--- src/rtl/uart_tx_arb.sv ---
// uart_tx_arb: packet-level round-robin arbiter sharing one UART transmitter among NUM_REQ requesters.
// A grant is held until the owner's last byte transfers or MAX_PKT_LEN bytes have gone out.
module uart_tx_arb #(
  parameter int NUM_REQ     = 4,
  parameter int MAX_PKT_LEN = 64
) (
  input  logic                   clk_i,
  input  logic                   rst_i,
  input  logic                   en_i,
  input  logic [NUM_REQ-1:0]     req_valid_i,
  input  logic [NUM_REQ-1:0]     req_last_i,
  input  logic [NUM_REQ*8-1:0]   req_data_i,
  output logic [NUM_REQ-1:0]     req_ready_o,
  output logic [NUM_REQ-1:0]     grant_o,
  output logic                   busy_o,
  output logic                   trunc_o,
  output logic                   tx_data_valid_o,
  output logic [7:0]             tx_data_o,
  input  logic                   tx_data_ready_i
);
  localparam int GW = NUM_REQ > 1 ? $clog2(NUM_REQ) : 1;
  localparam int CW = $clog2(MAX_PKT_LEN + 1);
  typedef enum logic {IDLE, BUSY} state_t;
  state_t r_state, w_state_nxt;
  logic [GW-1:0] r_idx, r_ptr, w_win;
  logic [CW-1:0] r_cnt;
  logic r_trunc, w_found, w_busy, w_valid, w_last, w_xfer, w_cap, w_rel;
  logic [NUM_REQ-1:0] w_onehot;
  // Scan downward so the last hit is the nearest requester after r_ptr.
  always_comb begin
    w_found = 1'b0;
    w_win   = '0;
    for (int i = NUM_REQ; i >= 1; i--)
      if (req_valid_i[(int'(r_ptr) + i) % NUM_REQ]) begin
        w_found = 1'b1;
        w_win   = GW'((int'(r_ptr) + i) % NUM_REQ);
      end
  end
  assign w_busy          = r_state == BUSY;
  assign w_onehot        = w_busy ? NUM_REQ'(1) << r_idx : '0;
  assign w_valid         = w_busy & req_valid_i[r_idx];
  assign w_last          = req_last_i[r_idx];
  assign w_xfer          = w_valid & tx_data_ready_i;
  assign w_cap           = r_cnt == CW'(MAX_PKT_LEN - 1);
  assign w_rel           = w_xfer & (w_last | w_cap);
  assign tx_data_valid_o = w_valid;
  assign tx_data_o       = w_valid ? req_data_i[int'(r_idx)*8 +: 8] : '0;
  assign req_ready_o     = tx_data_ready_i ? w_onehot : '0;
  assign grant_o         = w_onehot;
  assign busy_o          = w_busy;
  assign trunc_o         = r_trunc;
  always_comb begin
    w_state_nxt = w_busy ? (w_rel ? IDLE : BUSY) : (en_i && w_found ? BUSY : IDLE);
  end
  always_ff @(posedge clk_i or posedge rst_i) begin
    if (rst_i) r_state <= IDLE;
    else       r_state <= w_state_nxt;
  end
  always_ff @(posedge clk_i or posedge rst_i) begin
    if (rst_i) begin
      r_idx   <= '0;
      r_ptr   <= GW'(NUM_REQ - 1);
      r_cnt   <= '0;
      r_trunc <= 1'b0;
    end else begin
      r_trunc <= w_rel & ~w_last;
      if (!w_busy && en_i && w_found) begin
        r_idx <= w_win;
        r_cnt <= '0;
      end else if (w_xfer) r_cnt <= r_cnt + CW'(1);
      if (w_rel) r_ptr <= r_idx;
    end
  end
endmodule

--- config.mk ---
export PLATFORM = sky130hd
export DESIGN_NAME = uart_tx_arb
export DESIGN_NICKNAME = d
export VERILOG_FILES = /design/src/rtl/uart_tx_arb.sv
export SDC_FILE = /design/constraint.sdc
export NUM_CORES = 1
export LEC_CHECK = 0
export ABC_AREA = 1
export CORE_ASPECT_RATIO = 1.4
export CORE_MARGIN = 1.5
export CORE_UTILIZATION = 40
export CTS_CLUSTER_DIAMETER = 200
export CTS_CLUSTER_SIZE = 10
export DETAILED_ROUTE_END_ITERATION = 6
export PLACE_DENSITY = 0.79
export RECOVER_POWER = 50
export REMOVE_ABC_BUFFERS = 1
export SLEW_MARGIN = 25
export SYNTH_ARGS = -nofsm -noshare
export SYNTH_HDL_FRONTEND = slang
export SYNTH_SLANG_ARGS = --single-unit
export TNS_END_PERCENT = 100
--- constraint.sdc ---
create_clock -name clk_i -period 2.05 [get_ports clk_i]
set_input_delay 0.615 -clock clk_i [delete_from_list [all_inputs] [get_ports clk_i]]
set_output_delay 0.615 -clock clk_i [all_outputs]
set_load 0.02 [all_outputs]
# After elaboration in Yosys (flattened, before gate mapping)
# Cells that the tools add are included.
# Widths: inputs -> output; s select.
# word_totals
out_inout_bits	19
in_bits	44
regBits	13
word_cells	69
# op_classes
n_eq_ne	1
addsub	5
n_bitwise	10
n_reduce_logical	9
n_lt_le_gt_ge	5
n_shift	2
mux	32
# op_table
cell	count
$shiftx 32x6->8	1
$mux 1	17
$lt 3x4->1 const B	4
$mux 7	2
$bmux 1 s2	6
$mux 2	4
$mux 4	2
$mux 8	1
$reduce_or 2->1	4
$add 7x1->7 const B	1
$eq 7x6->1 const B	1
$add 2x1->2 const B	2
$add 2x2->2 const B	2
$and 1x1->1	4
$and 1x1->1 const A	4
$shl 1x2->4 const A	1
$logic_and 1x1->1	3
$lt 2x3->1 const B	1
$reduce_bool 2->1	1
$logic_not 1->1	1
$not 1->1	1
$or 1x1->1	1

# Depth between registers and ports, before layout
# logic_depth
word_depth	13
depth_mapped	11
mapped_depth_nobuf	11

# Least setup slack after synthesis
# OpenSTA, ideal clock, no wires.
# synth_path
kind	reg2out
from	reg r_state (netlist: busy_o)
to	out req_ready_o[0]
slack_ns	0.069
n_path_buf	0
arrival_ns	1.366
stages_incl_launch_ff	3
path_cell_list	dfrtp_1 > clkinv_1 > nor3_1
# synth_via
elab_chain_len	2
# synth_lines
element	line	text
start: declaration	24	state_t r_state, w_state_nxt;
start signal: assignment	57	else r_state <= w_state_nxt;
$mux 4	40	assign w_onehot = w_busy ? NUM_REQ'(1) << r_idx : '0;
$mux 4	48	assign req_ready_o = tx_data_ready_i ? w_onehot : '0;
end: declaration	13	output logic [NUM_REQ-1:0] req_ready_o,
# No other way between the ends.

# Worst setup path in the final report
# layout_path
from	reg r_idx[1]
to	out tx_data_o[6]
# layout_via
elab_chain_len	4
word_cells_on_any_way	5
classes_between	shift (1); mux (3); bitwise (1)
# layout_lines
element	line	text
start: declaration	25	logic [GW-1:0] r_idx, r_ptr, w_win;
start signal: assignment	68	r_idx <= w_win;
branches (longest 3 deep; another with $shiftx 32x6->8)	-	
$mux 8 (*)	47	assign tx_data_o = w_valid ? req_data_i[int'(r_idx)*8 +: 8] : '0;
end: declaration	18	output logic [7:0] tx_data_o,
# Every way passes the cells marked *. The select of a mux whose other input is x is not followed.

==> impl_metrics.json <==
{
  "multiInputGateArea_um2": 838,
  "place.gp.congestion": 0.873,
  "layout_common_cells": "nand2_1 (76), buf_4 (41), clkdlybuf4s50_1 (39), nand3_1 (17), inv_1 (16)",
  "clock_sinks": 13,
  "rows": 23,
  "period_minus_slack_ps": 2170,
  "p_comb_share_pct": 75.8,
  "start_kind": "flip-flop",
  "outcome": "complete, but fails checks",
  "nets": 339,
  "initial_core_util_pct": 42.6,
  "irDropWorstVdd_mv": 0.772,
  "drv_slew": 0,
  "violations": "negative setup slack",
  "final_common_cell": "nand2_1",
  "grt_pass1_vias": 1659,
  "relSlewSlack_pct": 67.1,
  "port_buffers": 62,
  "hold_viol_final": 0,
  "switching_share_pct": 47.8,
  "powerDensity_mw_per_mm2": 1220,
  "dp_cells": 318,
  "critPathCaptureType": "primary output",
  "nFillCells": 248,
  "drc": 0,
  "timing.final.crit_share_pct": 106,
  "cellLeakagePower_nw": 1.11,
  "finClkSkew_ps": 2.91,
  "tritoncts": "built",
  "synth_top_area_share_pct": 23.4,
  "synth_cell_types": 33,
  "drv_cap": 0,
  "stdcell_area_mm2": 0.00222,
  "syn-instance-count": 196,
  "vias": 1638,
  "setup_tns_ps": -639,
  "syn_avg_cell_area_um2": 6.38,
  "grt_pass1_wl_um": 7290,
  "drtIter0Drc": 42,
  "cp_max_fo": 5,
  "synth.area.top_cells": "nand2_1 (23%), dfrtp_1 (22%), nand3_1 (6.8%)",
  "core_mm2": 0.00294,
  "via_per_inst": 4.95,
  "seqPwrFrac_pct": 16.0,
  "antenna_found_initial": 1,
  "grt_usage_pct": 26.6,
  "drt_pass1_iterations": 4,
  "rsz0062_at_grt": "yes",
  "die_h_um": 69.2,
  "pin_count": 63,
  "yosys.area.top_type": "nand2_1",
  "holdCritPathClass": "flip-flop to flip-flop",
  "total_power_mw": 2.70,
  "finalSetupViolations": 9,
  "clk_pin_slew_ps": 50,
  "drive_gt1_share_pct": 28.3,
  "overflow": 0,
  "instances_no_fill": 331,
  "crit_required_ps": 1430,
  "path_class": "flip-flop to primary output",
  "clock.fmax_ghz": 0.461,
  "regArea_um2": 328,
  "wl_per_cell_um": 13.7,
  "clk_latency_ps": 240,
  "internal_power_mw": 1.41,
  "setup_ws_ps": -121,
  "numCtsBuffers": 3,
  "clock_path_buffers": 2,
  "tightest_slew_ps": 493,
  "ant_nets": 0,
  "die_w_um": 50.3,
  "dp_hpwl_um": 3360,
  "placedInstanceArea_mm2": 0.00209,
  "h-tree-depth": 1,
  "p_clk_share_pct": 8.2,
  "dieArea_mm2": 0.00348,
  "yosys_register_bits": 13,
  "cp.arrival_ps": 1560,
  "yosys_warnings": 0,
  "cts-root-buf": "clkbuf_8",
  "yosysSeqAreaShare_pct": 26.2,
  "post-route-util_pct": 75.5,
  "syn2layout_area_growth_pct": 77.2,
  "grt_max_degree": 19,
  "netlist_area_mm2": 0.00125,
  "wl_um": 4540,
  "switching_power_mw": 1.29
}
==> what timing repair did <==
item,4_1_cts,5_1_grt
buffers inserted,6,1
resized for setup,102,13
hold buffers,0,0
pin swaps,4,2
cloned,1,0
setup endpoints to repair,17,17
==> critical path: stages, from the launching register on <==
cell,delay [ps]
dfrtp_1,410
buf_6,140
nor2_4,120
nand2_2,70
nand4_4,130
nand2_4,90
a31oi_1,180
buf_4,180
==> synth_stat cells, drive strengths merged <==
cell type and instances:
nor2 14, a22oi 8, a21oi 1, dfstp 2, xor2 3, xnor2 2
ha 1, nand2 84, buf 5, or2 2, inv 21, nand3 19
nand4 2, dfrtp 11, nand3b 3, a31oi 8, clkinv 2, nor3 5
o21ai 3
==> routing by layer <==
metal | vias to the layer above | share of wire (%) | GRT usage, %
met1 | 730 | 37 | 26.7
met5 | - | 0 | 0
met3 | 21 | 5.2 | 3.88
li1 | 825 | - | -
met4 | 0 | 5.5 | 15.7
met2 | 62 | 53 | 49.4
==> path summary, 6_finish.rpt <==
path	end	slack, ps	cells after the start	start
max reg2reg	r_cnt[5]	110	13	r_idx[1]
min in group asynchronous	r_cnt[5]	830	2	rst_i
min reg2reg	r_ptr[1]	500	2	r_ptr[1]
min	r_ptr[1]	500	2	r_ptr[1]
max in group asynchronous	r_ptr[1]	860	2	rst_i
max	tx_data_o[6]	-120	7	r_idx[1]
==> cells by family (layout without fill, tap and decap cells) <==
group,after synthesis,in the layout,synth area share [%]
adder cells (fa/ha/maj),1,1,1.00
buffers and inverters,28,124,10.7
XOR/XNOR,5,5,3.50
AND/OR/NAND/NOR,129,130,48.2
flip-flops,13,13,26.2
other,0,1,0
AO/OA/AOI/OAI,20,20,10.4
==> registers in the layout, indices dropped and copies added (netlist names) <==
signal   cells
r_cnt        7
r_idx        2
r_ptr        2
busy_o       1
trunc_o      1
==> power groups by stage <==
stage	Combinational (mW)	Clock, mW	Sequential [mW]
after CTS	1.98	0.232	0.426
after floorplan	0.977	0	0.438
final	2.05	0.222	0.432
after global routing	2.22	0.239	0.446
after global placement	1.80	0	0.425
after detailed placement	1.82	0	0.426
==> stage by stage <==
| stage | hold WS (ps) | setup slack [ps] |
|---|---|---|
| 6_report | 498 | -121 |
| 5_1_grt | 533 | -168 |
| 4_1_cts | 502 | -89.0 |
| 3_5_place_dp | 494 | -754 |
| 3_3_place_gp | 488 | -726 |
| 2_1_floorplan | 465 | -176 |
==> area by class of cell <==
cell class	count	share of cell area [%]
Inverter	23	4.23
Multi-Input combinational cell	156	37.8
Sequential cell	13	14.8
Clock buffer	4	2.03
Tap cell	37	2.09
Timing Repair Buffer	97	38.9
Antenna cell	1	0.113
No activity file was read; power rests on OpenSTA's default activity.
